===== src/rtl/cpu_types_pkg.sv =====
// Shared CPU datapath types: machine word, register index, and the writeback entry
// that sits between the writeback producers and the register file write port.
package cpu_types_pkg;

    localparam int unsigned WORD_W = 32;
    localparam int unsigned REG_W  = 5;

    typedef logic [WORD_W-1:0] word_t;
    typedef logic [REG_W-1:0]  regbits_t;

    typedef struct packed {
        regbits_t wsel;
        word_t    wdat;
    } wb_entry_t;

endpackage


===== src/rtl/register_file_if.sv =====
// Write-side bundle of the 32x32 register file: one enable, one select, one data word.
interface register_file_if;
    import cpu_types_pkg::*;

    logic     WEN;
    regbits_t wsel;
    word_t    wdat;

    modport writer (output WEN, wsel, wdat);
    modport array  (input  WEN, wsel, wdat);

endinterface


===== src/rtl/regfile_wb_buffer_fwd_match.sv =====
// Youngest-match lookup over the queued writeback entries for one decode read select.
module wb_fwd_match
    import cpu_types_pkg::*;
#(
    parameter int unsigned DEPTH = 4,
    parameter int unsigned AW    = 2
) (
    input  wb_entry_t [DEPTH-1:0] entries_i,
    input  logic      [DEPTH-1:0] valid_i,
    input  logic      [AW:0]      head_i,
    input  logic      [AW:0]      tail_i,
    input  regbits_t              rsel_i,
    output logic                  hit_o,
    output word_t                 dat_o
);

    // Walk oldest to youngest so the last match standing is the youngest one.
    always_comb begin
        logic [AW:0]   occ;
        logic [AW-1:0] idx;
        hit_o = 1'b0;
        dat_o = '0;
        occ   = tail_i - head_i;
        idx   = '0;
        for (int unsigned k = 0; k < DEPTH; k++) begin
            idx = head_i[AW-1:0] + AW'(k);
            if (((AW+1)'(k) < occ) && valid_i[idx] && (rsel_i != '0) &&
                (entries_i[idx].wsel == rsel_i)) begin
                hit_o = 1'b1;
                dat_o = entries_i[idx].wdat;
            end
        end
    end

endmodule


===== src/rtl/regfile_wb_buffer.sv =====
// In-order writeback queue in front of the register file's single write port,
// merging load and ALU writes and forwarding still-queued values to decode.
module regfile_wb_buffer
    import cpu_types_pkg::*;
#(
    parameter int unsigned DEPTH = 4,
    parameter int unsigned AW    = 2
) (
    input  logic          CLK,
    input  logic          nRST,
    input  logic          ld_valid,
    input  regbits_t      ld_wsel,
    input  word_t         ld_wdat,
    input  logic          alu_valid,
    input  regbits_t      alu_wsel,
    input  word_t         alu_wdat,
    output logic          ready,
    output logic          overflow,
    output logic [AW:0]   count,
    output logic          rf_WEN,
    output regbits_t      rf_wsel,
    output word_t         rf_wdat,
    input  regbits_t      rsel1,
    input  regbits_t      rsel2,
    output logic          fwd1_hit,
    output word_t         fwd1_dat,
    output logic          fwd2_hit,
    output word_t         fwd2_dat
);

    localparam int unsigned PW = AW + 1;

    wb_entry_t [DEPTH-1:0] entries_q, entries_d;
    logic      [DEPTH-1:0] valid_q, valid_d;
    logic      [PW-1:0]    head_q, head_d, tail_q, tail_d;
    logic                  overflow_q, overflow_d;

    logic [PW-1:0] count_c;
    logic [PW-1:0] avail_c;
    logic          pop_c, ld_ok_c, alu_ok_c, acc_ld_c, acc_alu_c;

    register_file_if rfif ();

    assign count_c = tail_q - head_q;
    assign pop_c   = (count_c != '0);

    always_ff @(posedge CLK or negedge nRST) begin
        if (!nRST) begin
            entries_q  <= '0;
            valid_q    <= '0;
            head_q     <= '0;
            tail_q     <= '0;
            overflow_q <= 1'b0;
        end else begin
            entries_q  <= entries_d;
            valid_q    <= valid_d;
            head_q     <= head_d;
            tail_q     <= tail_d;
            overflow_q <= overflow_d;
        end
    end

    // Pop the head, then append load before ALU; a same-cycle pop frees a slot.
    always_comb begin
        entries_d  = entries_q;
        valid_d    = valid_q;
        head_d     = head_q;
        tail_d     = tail_q;
        overflow_d = overflow_q;

        ld_ok_c   = ld_valid && (ld_wsel != '0);
        alu_ok_c  = alu_valid && (alu_wsel != '0);
        avail_c   = PW'(DEPTH) - count_c + PW'(pop_c);
        acc_ld_c  = ld_ok_c && (avail_c >= PW'(1));
        acc_alu_c = alu_ok_c && (avail_c >= (acc_ld_c ? PW'(2) : PW'(1)));

        if (pop_c) begin
            valid_d[head_q[AW-1:0]] = 1'b0;
            head_d                  = head_q + PW'(1);
        end
        if (acc_ld_c) begin
            entries_d[tail_d[AW-1:0]].wsel = ld_wsel;
            entries_d[tail_d[AW-1:0]].wdat = ld_wdat;
            valid_d[tail_d[AW-1:0]]        = 1'b1;
            tail_d                         = tail_d + PW'(1);
        end
        if (acc_alu_c) begin
            entries_d[tail_d[AW-1:0]].wsel = alu_wsel;
            entries_d[tail_d[AW-1:0]].wdat = alu_wdat;
            valid_d[tail_d[AW-1:0]]        = 1'b1;
            tail_d                         = tail_d + PW'(1);
        end
        if ((ld_ok_c && !acc_ld_c) || (alu_ok_c && !acc_alu_c)) begin
            overflow_d = 1'b1;
        end
    end

    // Head entry drives the array for the whole cycle; select/data read zero when idle.
    assign rfif.WEN  = pop_c;
    assign rfif.wsel = pop_c ? entries_q[head_q[AW-1:0]].wsel : '0;
    assign rfif.wdat = pop_c ? entries_q[head_q[AW-1:0]].wdat : '0;

    assign rf_WEN   = rfif.WEN;
    assign rf_wsel  = rfif.wsel;
    assign rf_wdat  = rfif.wdat;
    assign count    = count_c;
    assign overflow = overflow_q;
    assign ready    = (count_c <= PW'(DEPTH - 2));

    wb_fwd_match #(.DEPTH(DEPTH), .AW(AW)) u_fwd1 (
        .entries_i (entries_q),
        .valid_i   (valid_q),
        .head_i    (head_q),
        .tail_i    (tail_q),
        .rsel_i    (rsel1),
        .hit_o     (fwd1_hit),
        .dat_o     (fwd1_dat)
    );

    wb_fwd_match #(.DEPTH(DEPTH), .AW(AW)) u_fwd2 (
        .entries_i (entries_q),
        .valid_i   (valid_q),
        .head_i    (head_q),
        .tail_i    (tail_q),
        .rsel_i    (rsel2),
        .hit_o     (fwd2_hit),
        .dat_o     (fwd2_dat)
    );

endmodule

===== config.mk =====
export PLATFORM = sky130hd
export DESIGN_NAME = regfile_wb_buffer
export DESIGN_NICKNAME = d
export VERILOG_FILES = /design/src/rtl/cpu_types_pkg.sv /design/src/rtl/register_file_if.sv /design/src/rtl/regfile_wb_buffer_fwd_match.sv /design/src/rtl/regfile_wb_buffer.sv
export SDC_FILE = /design/constraint.sdc
export NUM_CORES = 1
export LEC_CHECK = 0
export CAP_MARGIN = 20
export CORE_MARGIN = 2
export CORE_UTILIZATION = 50
export DETAILED_ROUTE_END_ITERATION = 16
export PLACE_DENSITY = 0.72
export SYNTH_ARGS = -nofsm -noshare
export SYNTH_HDL_FRONTEND = slang
export SYNTH_HIERARCHICAL = 1
export SYNTH_SLANG_ARGS = --single-unit

===== constraint.sdc =====
create_clock -name CLK -period 4.9 [get_ports CLK]
set_input_delay 0.49 -clock CLK [delete_from_list [all_inputs] [get_ports CLK]]
set_output_delay 0.49 -clock CLK [all_outputs]
set_load 0.1 [all_outputs]

==> out/qor.yml <==
clock_tree:
  clock_path_buffers: 2
  postCtsHoldBufs: 0
  cts_tree: "done"
  cts-root-buf: "clkbuf_16"
  numCtsBuffers: 17
  clk_pin_slew_ns: 0.07
  cts.sinks: 159
  clkLatencyLatePin_ns: 0.46
  h-tree-depth: 4
place:
  gp_congestion: 0.983
  dp_hpwl_mm: 43.5
  numPortBuffers: 196
route:
  wl_mm: 69.1
  avgRoutedWirePerCell_um: 25.8
  drtPass1Iterations: 6
  ant_nets: 0
  vias_per_cell: 7.16
  drt_iter0_drc: 2407
  num_vias: 19200
  post-route-drc-count: 0
synth:
  synthFlopType: "dfrtp_1"
  async_reset_ff_share_pct: 100
  syn-num-nets: 2195
  syn_area_mm2: 0.0195
  synth_warnings: 6
  syn_avg_cell_area_um2: 9.35
  yosysSeqAreaShare_pct: 20.4
  syn_inst: 2086
  synth.distinct_cells: 57
  ys_ff_latch: 159
  synth_edf_count: 0
timing:
  fin_crit_ns: 4.74
  rsz0062_at_grt: "no"
  final.setup.tns_ns: 0
  fmax_mhz: 211
  min_period_over_period_pct: 96.8
  fin_skew_ns: 0.0110
  maxSlewHeadroom_pct: 31.0
  final-max-slew-violation-count: 0
  report.final.setup_viol: 0
  hold_viol: 0
  worst_slew_pin_slew_ns: 1.03
floorplanning:
  die_h_um: 202
  row_count: 72
  ioPinCount: 197
  dieWidth_um: 202
  start_util_pct: 50.6
  dieArea_mm2: 0.0406
  core_mm2: 0.0386
final_layout:
  n_fill_cell: 3244
  drive_gt1_share_pct: 28.7
  multi_input_area_mm2: 0.0150
  finalNetCount: 2260
  synthToLayoutAreaGrowth_pct: 21.7
  ff_latch_area_mm2: 0.00399
global_route:
  grt_pass1_wl_mm: 107
  antenna_found_initial: 1
  grtUsageMet2_pct: 52.3
  grt_max_degree: 171
  met1_usage_pct: 44.4
  busiest_layer: "met2"
  grt_pass1_vias: 18500
  overflow: 0
  grtUsageTotal_pct: 33.4
  grt_use_met3_pct: 6.85
worst_setup_path:
  path_class: "register to output port"
  endpoint_kind: "output port"
  cp_data_arrival_time_ns: 4.25
  critPathRequiredTime_ns: 4.41
  crit_fanout: 18
  cp-start-kind: "register"
worst_hold_path:
  min_path_type: "input port to asynchronous set/reset pin"
flow_run:
  drv_cap: 0
status:
  status: "completed"
## routing by layer
layer / vias to the layer above / part of all wire (%)
met4: 0 / 4.8
li1: 8187 / -
met3: 266 / 10
met5: - / 0
met1: 9507 / 38
met2: 1261 / 46
## critical path, stage by stage (launching register included)
cell       delay [ns]
dfrtp_4          0.57
ha_1             0.26
fa_1             0.38
xor3_2           0.27
o221ai_1         0.15
or4_4            0.52
a21o_4           0.31
buf_4            0.25
a221oi_1         0.30
o2111ai_1        0.16
a31oi_2          0.36
buf_12           0.22
## cells in the mapped netlist, drive strengths merged (24+ instances only)
cell type / instances / area [um2]
a21oi: 201 / 1020
a31oi: 74 / 463
and2: 37 / 231
inv: 24 / 90.1
nor2: 406 / 1520
mux2i: 237 / 2370
o221a: 62 / 698
o2111ai: 64 / 561
buf: 117 / 661
a221oi: 54 / 473
xnor2: 30 / 263
dfrtp: 159 / 3980
nand2: 93 / 349
clkbuf: 110 / 413
mux2: 70 / 788
mux4: 189 / 4260
## state kept, by name, summed over array words and instances (netlist names)
name       flops
entries_q    148
head_q         3
tail_q         3
overflow       1
valid_q        4
## logic make-up (layout without fill, tap and decap cells)
logic type,Yosys count,after routing,share of synthesized area [%]
other cells,1,2,0.0192
flops,159,159,20.4
buf+inv,251,329,5.96
simple gates,591,591,12.6
fa+ha+maj,21,21,1.46
xor+xnor,52,52,2.57
compound gates,515,515,19.0
mux,496,496,38.1
## placed cells by master (no fill, tap or decap), types with 5 or more instances in the layout
cell             synthesis  layout
nor2_1                 406     404
mux2i_1                237     237
a21oi_1                198     198
mux4_2                 187     187
dfrtp_1                159     157
buf_4                    7      90
nand2_1                 93      89
clkdlybuf4s50_1          0      88
buf_12                   0      87
mux2_2                  70      70
o2111ai_1               64      64
a31oi_2                  0      61
a221oi_1                54      54
o221a_2                 42      42
and2_1                  37      37
xnor2_1                 30      30
inv_1                   22      22
o221a_1                 20      20
xor2_1                  19      19
ha_1                    18      18
clkbuf_16                0      18
a211oi_1                16      16
nand4_1                 14      14
a31oi_1                 74      12
nand3_1                 14       7
inv_6                    0       7
o21ai_0                  6       6
o211ai_1                 6       6
nand2b_1                 5       5
nand3_2                  0       5
buf_6                   17       5
## path summary, 6_finish.rpt
kind                            from  slack, ns  depth (start not counted)            end
max                        head_q[0]       0.16                         11    fwd2_dat[3]
min                             nRST       0.07                          1  entries_q[65]
max reg2reg                head_q[0]       0.72                         12      tail_q[2]
min reg2reg                 overflow       0.50                          1       overflow
max in group asynchronous       nRST       3.88                          2      head_q[1]
min in group CLK            overflow       0.50                          1       overflow
## metrics by stage
stage	std cells	setup WS (ns)	hold WS, ns	instance area [um2]	utilization, %
2_1_floorplan	2086	0.154	0.194	19900	-
3_3_place_gp	2642	0.402	0.487	23000	59.6
3_5_place_dp	2642	0.334	0.481	23000	59.6
4_1_cts	2677	0.0204	0.103	23600	61.2
5_1_grt	2683	0.00271	0.132	23700	61.6
6_report	2683	0.158	0.0736	23700	61.6
## final cells by class
class | count | area share [%]
sequential | 159 | 16.8
tap | 518 | 2.73
clock inverter | 15 | 0.611
multi-input combinational | 1676 | 63.2
inverter | 24 | 0.379
antenna | 1 | 0.0105
clock buffer | 17 | 1.79
timing repair buffer | 273 | 14.5
## timing repair
action,in CTS,in global routing
pin swaps,1,4
buffers inserted,3,3
setup endpoints to repair,49,63
gates resized for setup,5,9
gates cloned,0,1
Power is not shown: default switching activity piles up to over one toggle a cycle in this logic, so the estimate is an artifact.
